File: src/rtl/instr_encoder.sv
// instr_encoder: MIPS word encoder feeding an in-order output FIFO with a word-address counter.
// Optional macro ENC_ERR_CHECK_EN: ops 20-31 are accepted but dropped, and err pulses.
module instr_encoder #(
  parameter logic [31:0] BASE_ADDR = 32'h00400000,
  parameter int          DEPTH     = 4
) (
  input  logic                     clk,
  input  logic                     rst_n,
  input  logic                     flush,
  input  logic                     in_valid,
  output logic                     in_ready,
  input  logic [4:0]               in_op,
  input  logic [4:0]               in_rs,
  input  logic [4:0]               in_rt,
  input  logic [4:0]               in_rd,
  input  logic [15:0]              in_imm,
  input  logic [25:0]              in_target,
  output logic                     out_valid,
  input  logic                     out_ready,
  output logic [31:0]              out_instr,
  output logic [31:0]              out_addr,
  output logic                     err,
  output logic [$clog2(DEPTH):0]   level
);

  localparam int          AW   = $clog2(DEPTH);
  localparam logic [AW:0] FULL = (AW+1)'(DEPTH);

  logic [31:0]   mem [DEPTH];
  logic [AW-1:0] wr_ptr;
  logic [AW-1:0] rd_ptr;
  logic [31:0]   addr_q;
  logic          rdy_q;

  logic          r_t;
  logic          i_t;
  logic          j_t;
  logic [5:0]    opc;
  logic [5:0]    fn;
  logic [4:0]    rs_f;
  logic [4:0]    rt_f;
  logic [4:0]    rd_f;
  logic [31:0]   word;

  logic          accept;
  logic          push;
  logic          pop;

  // Per-op field selection: format class, opcode/funct, forced-zero fields
  always_comb begin
    r_t  = 1'b0;
    i_t  = 1'b0;
    j_t  = 1'b0;
    opc  = 6'h00;
    fn   = 6'h00;
    rs_f = in_rs;
    rt_f = in_rt;
    rd_f = in_rd;
    case (in_op)
      5'd0:  begin r_t = 1'b1; fn = 6'h20; end
      5'd1:  begin r_t = 1'b1; fn = 6'h21; end
      5'd2:  begin r_t = 1'b1; fn = 6'h22; end
      5'd3:  begin r_t = 1'b1; fn = 6'h24; end
      5'd4:  begin r_t = 1'b1; fn = 6'h25; end
      5'd5:  begin r_t = 1'b1; fn = 6'h2A; end
      5'd6: begin
        r_t  = 1'b1;
        fn   = 6'h08;
        rt_f = 5'd0;
        rd_f = 5'd0;
      end
      5'd7: begin
        r_t  = 1'b1;
        fn   = 6'h0C;
        rs_f = 5'd0;
        rt_f = 5'd0;
        rd_f = 5'd0;
      end
      5'd8:  begin i_t = 1'b1; opc = 6'h08; end
      5'd9:  begin i_t = 1'b1; opc = 6'h09; end
      5'd10: begin i_t = 1'b1; opc = 6'h0D; end
      5'd11: begin i_t = 1'b1; opc = 6'h0B; end
      5'd12: begin
        i_t  = 1'b1;
        opc  = 6'h0F;
        rs_f = 5'd0;
      end
      5'd13: begin i_t = 1'b1; opc = 6'h23; end
      5'd14: begin i_t = 1'b1; opc = 6'h2B; end
      5'd15: begin i_t = 1'b1; opc = 6'h04; end
      5'd16: begin i_t = 1'b1; opc = 6'h05; end
      5'd17: begin j_t = 1'b1; opc = 6'h02; end
      5'd18: begin j_t = 1'b1; opc = 6'h03; end
      default: ;
    endcase
  end

  // Pack the selected fields; NOP and unsupported ops fall through to zero
  always_comb begin
    word = 32'h0;
    unique case (1'b1)
      r_t:     word = {6'h00, rs_f, rt_f, rd_f, 5'd0, fn};
      i_t:     word = {opc, rs_f, rt_f, in_imm};
      j_t:     word = {opc, in_target};
      default: word = 32'h0;
    endcase
  end

  assign in_ready  = rdy_q && (level < FULL) && !flush;
  assign out_valid = (level != '0);
  assign out_instr = out_valid ? mem[rd_ptr] : 32'h0;
  assign out_addr  = addr_q;
  assign accept    = in_valid && in_ready;
  assign pop       = out_valid && out_ready && !flush;

`ifdef ENC_ERR_CHECK_EN
  logic sup;
  logic err_q;

  assign sup  = (in_op <= 5'd19);
  assign push = accept && sup;
  assign err  = err_q;

  // Rejected ops raise err for the cycle after acceptance
  always_ff @(posedge clk or negedge rst_n) begin
    if (!rst_n) begin
      err_q <= 1'b0;
    end else if (flush) begin
      err_q <= 1'b0;
    end else begin
      err_q <= accept && !sup;
    end
  end
`else
  assign push = accept;
  assign err  = 1'b0;
`endif

  // Storage array, written at the tail on each push
  always_ff @(posedge clk) begin
    if (push) begin
      mem[wr_ptr] <= word;
    end
  end

  // Pointers, occupancy, address counter and post-reset ready enable
  always_ff @(posedge clk or negedge rst_n) begin
    if (!rst_n) begin
      wr_ptr <= '0;
      rd_ptr <= '0;
      level  <= '0;
      addr_q <= BASE_ADDR;
      rdy_q  <= 1'b0;
    end else begin
      rdy_q <= 1'b1;
      if (flush) begin
        wr_ptr <= '0;
        rd_ptr <= '0;
        level  <= '0;
        addr_q <= BASE_ADDR;
      end else begin
        if (push) begin
          wr_ptr <= wr_ptr + 1'b1;
        end
        if (pop) begin
          rd_ptr <= rd_ptr + 1'b1;
          addr_q <= addr_q + 32'd4;
        end
        case ({push, pop})
          2'b10:   level <= level + 1'b1;
          2'b01:   level <= level - 1'b1;
          default: level <= level;
        endcase
      end
    end
  end

endmodule

File: config.mk
export PLATFORM = sky130hd
export DESIGN_NAME = instr_encoder
export DESIGN_NICKNAME = d
export VERILOG_FILES = /design/src/rtl/instr_encoder.sv
export SDC_FILE = /design/constraint.sdc
export NUM_CORES = 1
export LEC_CHECK = 0
export ABC_AREA = 0
export ABC_CLOCK_PERIOD_IN_PS = 3300
export CORE_MARGIN = 2
export CORE_UTILIZATION = 57
export DETAILED_ROUTE_END_ITERATION = 10
export PLACE_DENSITY = 0.86
export REMOVE_ABC_BUFFERS = 1
export SYNTH_ARGS = -nofsm -noshare
export SYNTH_HDL_FRONTEND = slang
export SYNTH_SLANG_ARGS = --single-unit
File: constraint.sdc
create_clock -name clk -period 3.3 [get_ports clk]
set_clock_uncertainty 0.1 [all_clocks]
set_input_delay 0.66 -clock clk [delete_from_list [all_inputs] [get_ports clk]]
set_output_delay 0.66 -clock clk [all_outputs]
set_load 0.01 [all_outputs]
-- Word level (Yosys, flattened, before mapping)
Memories as Yosys holds them, arrays and structs flattened.
Cells that the tools add are included.
- bits in registers: 40
- latch bits: 0
- RAM bits: 128
- memory bits (read-only): 0
- output and inout bits: 70
- word-level logic and storage cells: 68
- memories kept: 1
- memory list (name ; words ; bits a word ; rd ports ; clocked after Yosys merged registers in ; write ports ; line ; RTL):
    mem ; 4 ; 32 ; 1 ; 0 ; 1 ; 29 ; logic [31:0] mem [DEPTH];
- $add $sub $neg: 5
- multiply operators: 0
- divide/modulo/power cells: 0
- $lt $le $gt $ge: 1
- eq/ne operators: 20
- shifts and indexed selects: 0
- multiplexer cells: 20
- bitwise operators: 0
- reductions and logical operators: 16
- operators by type and width (operator ; number):
    $mux 32 ; 3
    $pmux 32 s3 ; 1
    $pmux 6 s11 ; 1
    $pmux 6 s8 ; 1
    $eq 5x4->1 const B ; 8
    $add 32x3->32 const B ; 1
    $eq 5x3->1 const B ; 4
    $eq 5x5->1 const B ; 3
    $mux 5 ; 3
    $eq 5x2->1 const B ; 2
    $reduce_or 9->1 ; 1
    $mux 2 ; 4
    $reduce_or 8->1 ; 1
    $pmux 3 s2 ; 1
    $reduce_bool 3->1 ; 2
    $reduce_or 2->1 ; 3
    $eq 5x1->1 const B ; 1
    $logic_and 1x1->1 ; 5
    $logic_not 5->1 ; 1
    $mux 1 ; 5
    $add 2x1->2 const B ; 2
    $reduce_bool 2->1 ; 2
    $add 3x1->3 const B ; 1
    $lt 3x3->1 const B ; 1
    other kinds (5) ; 5

-- Depth between registers and ports, before layout
Gate-level depths: netlist of the first run.
- depth in word-level cells: 7
- gate-level depth with buffers: 6

-- Least setup slack after synthesis of the first run
OpenSTA, ideal clock, no wires.
- path kind: input -> register
- start point: in flush
- end point: mem mem[0][0] (enable)
- setup time: 391 ps
- data arrival time: 2035 ps
- required time: 2809 ps
- path slack: 774 ps
- stages: 2
- path buffers: 0
- path through: nor3b_1 and3_1
- longest elaborated chain between the ends: 5
- RTL lines (what ; line ; RTL):
    start: declaration ; 9 ; input logic flush,
    $logic_not 1->1 ; 109 ; assign in_ready = rdy_q && (level < FULL) && !flush;
    $logic_and 1x1->1 ; 109 ;
    $logic_and 1x1->1 ; 113 ; assign accept = in_valid && in_ready;
    $mux 1 ; 141 ; if (push) begin
    $mux 1 (implied by the code) ; 142 ; mem[wr_ptr] <= word;
    end: declaration ; 29 ;
No other way between the ends.

-- Worst setup path after layout of the first run
- start point: reg rd_ptr[0]
- end point: out out_instr[31]
- longest elaborated chain between the ends: 2
- RTL lines (what ; line ; RTL):
    start: declaration ; 31 ; logic [AW-1:0] rd_ptr;
    start signal: assignment ; 166 ; rd_ptr <= rd_ptr + 1'b1;
    $mem_v2 4x32 ; -- ;
    $mux 32 ; 111 ; assign out_instr = out_valid ? mem[rd_ptr] : 32'h0;
    end: declaration ; 20 ; output logic [31:0] out_instr,
No other way between the ends.

==> metrics.csv, run 1 <==
metric,value,unit
slew_viol_final,0,
grt_pass1_wl,28.2,mm
fin_crit_sh,95.2,%
cts_hold_buf,0,
synth_warnings,0,
wl_per_cell,21.4,µm
crit_type,reg -> out,
async_flop_share,23.5,%
cts_resized,0,
status,finished clean,
ios,137,
drt-total-wl,18.1,mm
synth.avg_cell_area,14.1,µm²
grt_antenna_before_repair,0,
synthFlopType,edfxtp_1,
stdcell_area,0.00957,mm²
ir_drop,0.000423,V
grt_max_degree,40,
first_pass_iters,5,
dp_hpwl,11.0,mm
clockBufferDepth,2,
synth_common_cells,"edfxtp_1, dfrtp_1, nor2b_1, mux4_2, nand2_1",
synth_area_leader_cell,edfxtp_1,
post-route-drc-count,0,
synthTopCellsByArea,"edfxtp_1, dfrtp_1, mux4_2, nor2b_1, a22o_1",
syn2layout_area_growth,29.4,%
dp_cells,815,
fin_hold_ws,263,ps
p_total,0.00583,W
cts_sinks,162,
htree_num_levels,4,
placed_cell_area,0.00898,mm²
clk_latency,420,ps
cts_tree,yes,
fmax,318,MHz
synth.top_cell.area_share,50.3,%
startpoint_type,flip-flop,
vias_per_cell,6.18,
path_clk_slew,60,ps
dr_total_vias,5238,
drt-initial-drc-count,572,
finalHoldViolCount,0,
netlist_instances,526,
yosysMostFrequentCell,edfxtp_1,
floorplan.initialDensity,58.4,%
die_w,118,µm
track_usage,26.4,%
crit_path_end_kind,output port,
post_cts_buffers,0,
synth_seq_area_share,63.2,%
rr_startpoint,level[2],
grt-ovfl-total,0,
required,2540,ps
dieArea,0.0139,mm²
period_minus_slack,3140,ps
netlist_area,0.00740,mm²
power_density,609,mW/mm²
diodes,0,
synth_edf_count,124,
final_cells,847,
place.gp.congestion,0.870,
io_buffers,132,
coreArea,0.0127,mm²
ant_nets,0,
nets,735,
drive_above_1_share,13.6,%
max-cap-violations,0,
worst_pin_slew,882,ps
cts_buffers,17,
core.rowCount,41,
cts_root_buf,clkbuf_16,
min-delay-path-class,in -> async,
synth-seq-cells,162,
grt_pass1_vias,5336,
slew_headroom,41.2,%
finalSetupViolations,0,
worst-path-max-fanout,17,
cp-startpoint,rd_ptr[0],
tns,0,ps
rsz0062_at_grt,false,
die-height,118,µm
p_leak,3.31,nW
synth_cell_types,54,
arrival,2380,ps
-- registers in the layout, indices dropped and copies added, names as in the netlist --
name / flops
mem: 124
rdy_q: 1
rd_ptr: 2
level: 3
out_addr: 30
wr_ptr: 2
-- worst paths after layout --
kind                            endpoint  slack [ps]  cells past startpoint
max                        out_instr[31]         160                      4
min                             level[2]         260                      1
max reg2reg                     level[1]         930                      6
min reg2reg                 out_addr[22]         450                      2
max in group asynchronous      rd_ptr[0]        2230                      1
min in group clk            out_addr[22]         450                      2
-- logic make-up (layout without fill, tap and decap cells) --
| family | count (synthesis) | after routing | share of synthesized area (%) |
|---|---|---|---|
| AOI/OAI and AO/OA | 92 | 92 | 8.24 |
| xor gates and xnor gates | 19 | 19 | 2.25 |
| adders and majority gates | 6 | 6 | 1.12 |
| buffers and inverters | 46 | 192 | 2.67 |
| DFF | 162 | 162 | 63.2 |
| muxes | 33 | 33 | 9.71 |
| other | 2 | 5 | 0.102 |
| and+or+nand+nor | 166 | 166 | 12.7 |
-- report_power, final --
group          switching, W  internal [W]
logic              0.000725      0.000802
clock network      0.000791       0.00119
registers         0.0000542       0.00227
-- area by class of cell --
class                      count  area [µm²]
sequential                   162        4680
inverter                       9        33.8
clock inverter                13         160
timing repair buffer         151        1510
fill                         768        3100
clock buffer                  19         433
tap                          172         215
multi-input combinational    321        2540
-- per-stage QoR --
step                      utilization, %  worst slack (ps)
after floorplan                        -               113
after global placement              70.9               325
after detailed placement            70.9               340
after CTS                           75.6               127
after global routing                75.6              63.4
final                               75.6               159
-- routing by layer --
layer	global-route usage [%]	vias up	wire (µm)
met5	0	-	0
met4	11.3	0	397
met3	5.09	36	1340
met2	44.9	284	9570
met1	33.3	2622	6800
li1	-	2296	-
-- critical path: stages (launching register included) --
cell	delay, ps
dfrtp_2	360
buf_4	330
mux4_2	560
nor2b_1	180
clkdlybuf4s50_1	520
-- cells in the final DEF (no fill, tap or decap), types with 3 or more instances in the layout --
master / n
and3_1: 6
nor2_1: 27
o21ai_0: 14
bufinv_16: 3
and4_1: 3
xnor2_1: 11
nand3_1: 9
clkdlybuf4s50_1: 131
ha_1: 5
nand2_1: 30
a21oi_1: 26
buf_4: 15
or4_1: 15
dfrtp_1: 36
buf_12: 4
nor3_1: 3
a31oi_1: 4
nor2b_1: 33
clkinvlp_4: 3
xor2_1: 8
a22oi_1: 5
nor4_1: 3
nand4_1: 10
nand3b_1: 4
edfxtp_1: 124
nand2b_1: 3
and2_1: 3
mux4_2: 31
clkbuf_16: 17
conb_1: 5
a22o_1: 16
or3_1: 3
inv_1: 9
o22ai_1: 3
o31ai_1: 16
Note: power is estimated with default switching activity, not from simulation.
==> inputs of run 2 (changes only) <==
- SLEW_MARGIN: default -> 0
==> results of run 2 <==
Final layout, timing and power as in run 1 (identical DEF).
==> inputs of run 3 (changes only) <==
- CORE_UTILIZATION: 57 -> 40
- PLACE_DENSITY: 0.86 -> default
==> run 3 against run 2 <==
Effect of this change: worst setup slack improved by 56 ps; largest cell class unchanged; clock-buffer cell count decreased by 1; clock power increased by 5%; hold slack got worse by 12 ps; register-to-register slack got worse by 20 ps; core utilization decreased by 21 points; combinational power about the same; wire length decreased by 3.0%.
==> metrics.csv, run 3 (synthesis results as in run 1) <==
metric,value,unit
post_cts_buffers,0,
internal_power,0.00434,W
worstPathCellList,"buf_12, mux4_2, nor2b_1, clkdlybuf4s50_1",
finalHoldViolCount,0,
diodes,0,
placed_cell_area,0.00916,mm²
mostFrequentLayoutCell,clkdlybuf4s50_1,
slew_viol_final,0,
ff2ff_path_depth,7,
cts_buffers,17,
seq_power_share,39.2,%
power_density,611,mW/mm²
cp.buffers_inverters,2,
combPwrFrac,26.1,%
cts_sinks,162,
startpoint_type,flip-flop,
first_pass_iters,5,
wl_per_cell,19.3,µm
fillCellCount,1529,
ios,137,
ir_drop,0.000398,V
crit_type,reg -> out,
min-delay-path-class,in -> async,
grt_max_degree,40,
max-cap-violations,0,
grt_pass1_vias,5043,
worst-path-max-fanout,18,
utilization,54.3,%
setup_ws,215,ps
final_cell_mix,"clkdlybuf4s50_1, edfxtp_1, dfrtp_1",
slew_headroom,42.0,%
place_ws,288,ps
vias_per_cell,5.50,
io_buffers,132,
post-route-drc-count,0,
crit_cells,4,
fin_hold_ws,251,ps
path_delay_family,buffers and inverters,
grt_antenna_before_repair,0,
drive_above_1_share,15.7,%
rr_startpoint,level[2],
path_clk_slew,70,ps
finalSetupViolations,0,
crit_path_end_kind,output port,
coreArea,0.0180,mm²
floorplan.initialDensity,41.0,%
largest_register,mem,
tns,0,ps
stdcell_area,0.00978,mm²
cts_resized,0,
cp-startpoint,rd_ptr[1],
critPathCapture,out_instr[17],
rrSetupSlack,910,ps
rsz0062_at_grt,false,
fmax,324,MHz
switchingPower,0.00164,W
p_leak,3.38,nW
cts_root_buf,clkbuf_16,
grt_pass1_wl,27.7,mm
grt-ovfl-total,0,
cts_hold_buf,0,
clockBufferDepth,2,
p_sw_share,27.4,%
drt-initial-drc-count,336,
htree_num_levels,4,
cpPeakStageDelay,640,ps
die-height,140,µm
dr_total_vias,5011,
period_minus_slack,3080,ps
worst_pin_slew,871,ps
die_w,140,µm
dieArea,0.0196,mm²
status,finished clean,
core.rowCount,49,
clkPwrFrac,34.7,%
fin_crit_sh,93.5,%
syn2layout_area_growth,32.3,%
place.gp.congestion,0.821,
largest_register_ffs,124,
r2r-end,level[1],
clk_latency,430,ps
cp_slowest_cell,dfrtp_2,
dp_hpwl,11.5,mm
ant_nets,0,
arrival,2320,ps
drt-total-wl,17.6,mm
required,2540,ps
track_usage,18.5,%
nets,742,
cts_tree,yes,
[run 3: changes by cell type in the layout (fill, tap and decap cells not counted)]
cell / delta
clkinv_4: +1
inv_6: +1
clkbuf_1: -1
dfrtp_1: -1
buf_12: +4
clkinvlp_4: -2
buf_4: +3
and3_1: -4
clkinv_1: -2
inv_8: +4
dfrtp_2: +1
clkinv_2: -1
and3_2: +4
[run 3: how the worst min path moves through the flow]
stage	start	end	slack, ps	cells past startpoint
floorplan	rst_n	level[0]	260	0
global placement	out_addr[22]	out_addr[22]	420	2
detailed placement	out_addr[22]	out_addr[22]	420	2
CTS	rst_n	out_addr[24]	270	1
global route	rst_n	out_addr[24]	310	1
finish	rst_n	out_addr[31]	250	1
[run 3: per-layer routing]
metal / global-route usage [%] / up-vias / wire length, µm
li1: - / 2312 / -
met1: 24.1 / 2523 / 7660
met2: 30.6 / 154 / 8720
met3: 4.31 / 22 / 799
met4: 6.42 / 0 / 368
met5: 0 / - / 0
[run 3: final cells by class]
type	instances	area, µm²	share of cell area [%]
Sequential cell	162	4680	47.8
Multi-Input combinational cell	321	2550	26.1
Timing Repair Buffer	158	1610	16.5
Clock buffer	18	429	4.39
Tap cell	229	287	2.93
Clock inverter	14	195	1.99
Inverter	9	33.8	0.345
[run 3: power by group through the flow]
stage | registers (W) | clock network, W | logic [W]
2_1_floorplan | 0.00243 | 0 | 0.000681
3_3_place_gp | 0.00238 | 0 | 0.00157
3_5_place_dp | 0.00238 | 0 | 0.00158
4_1_cts | 0.00234 | 0.00211 | 0.00159
5_1_grt | 0.00235 | 0.00220 | 0.00168
6_report | 0.00234 | 0.00207 | 0.00156
[run 3: through the flow]
step / std cells / total power [W]
final: 911 / 0.00598
after floorplan: 492 / 0.00311
after global routing: 911 / 0.00623
after detailed placement: 879 / 0.00397
after CTS: 911 / 0.00604
after global placement: 879 / 0.00395
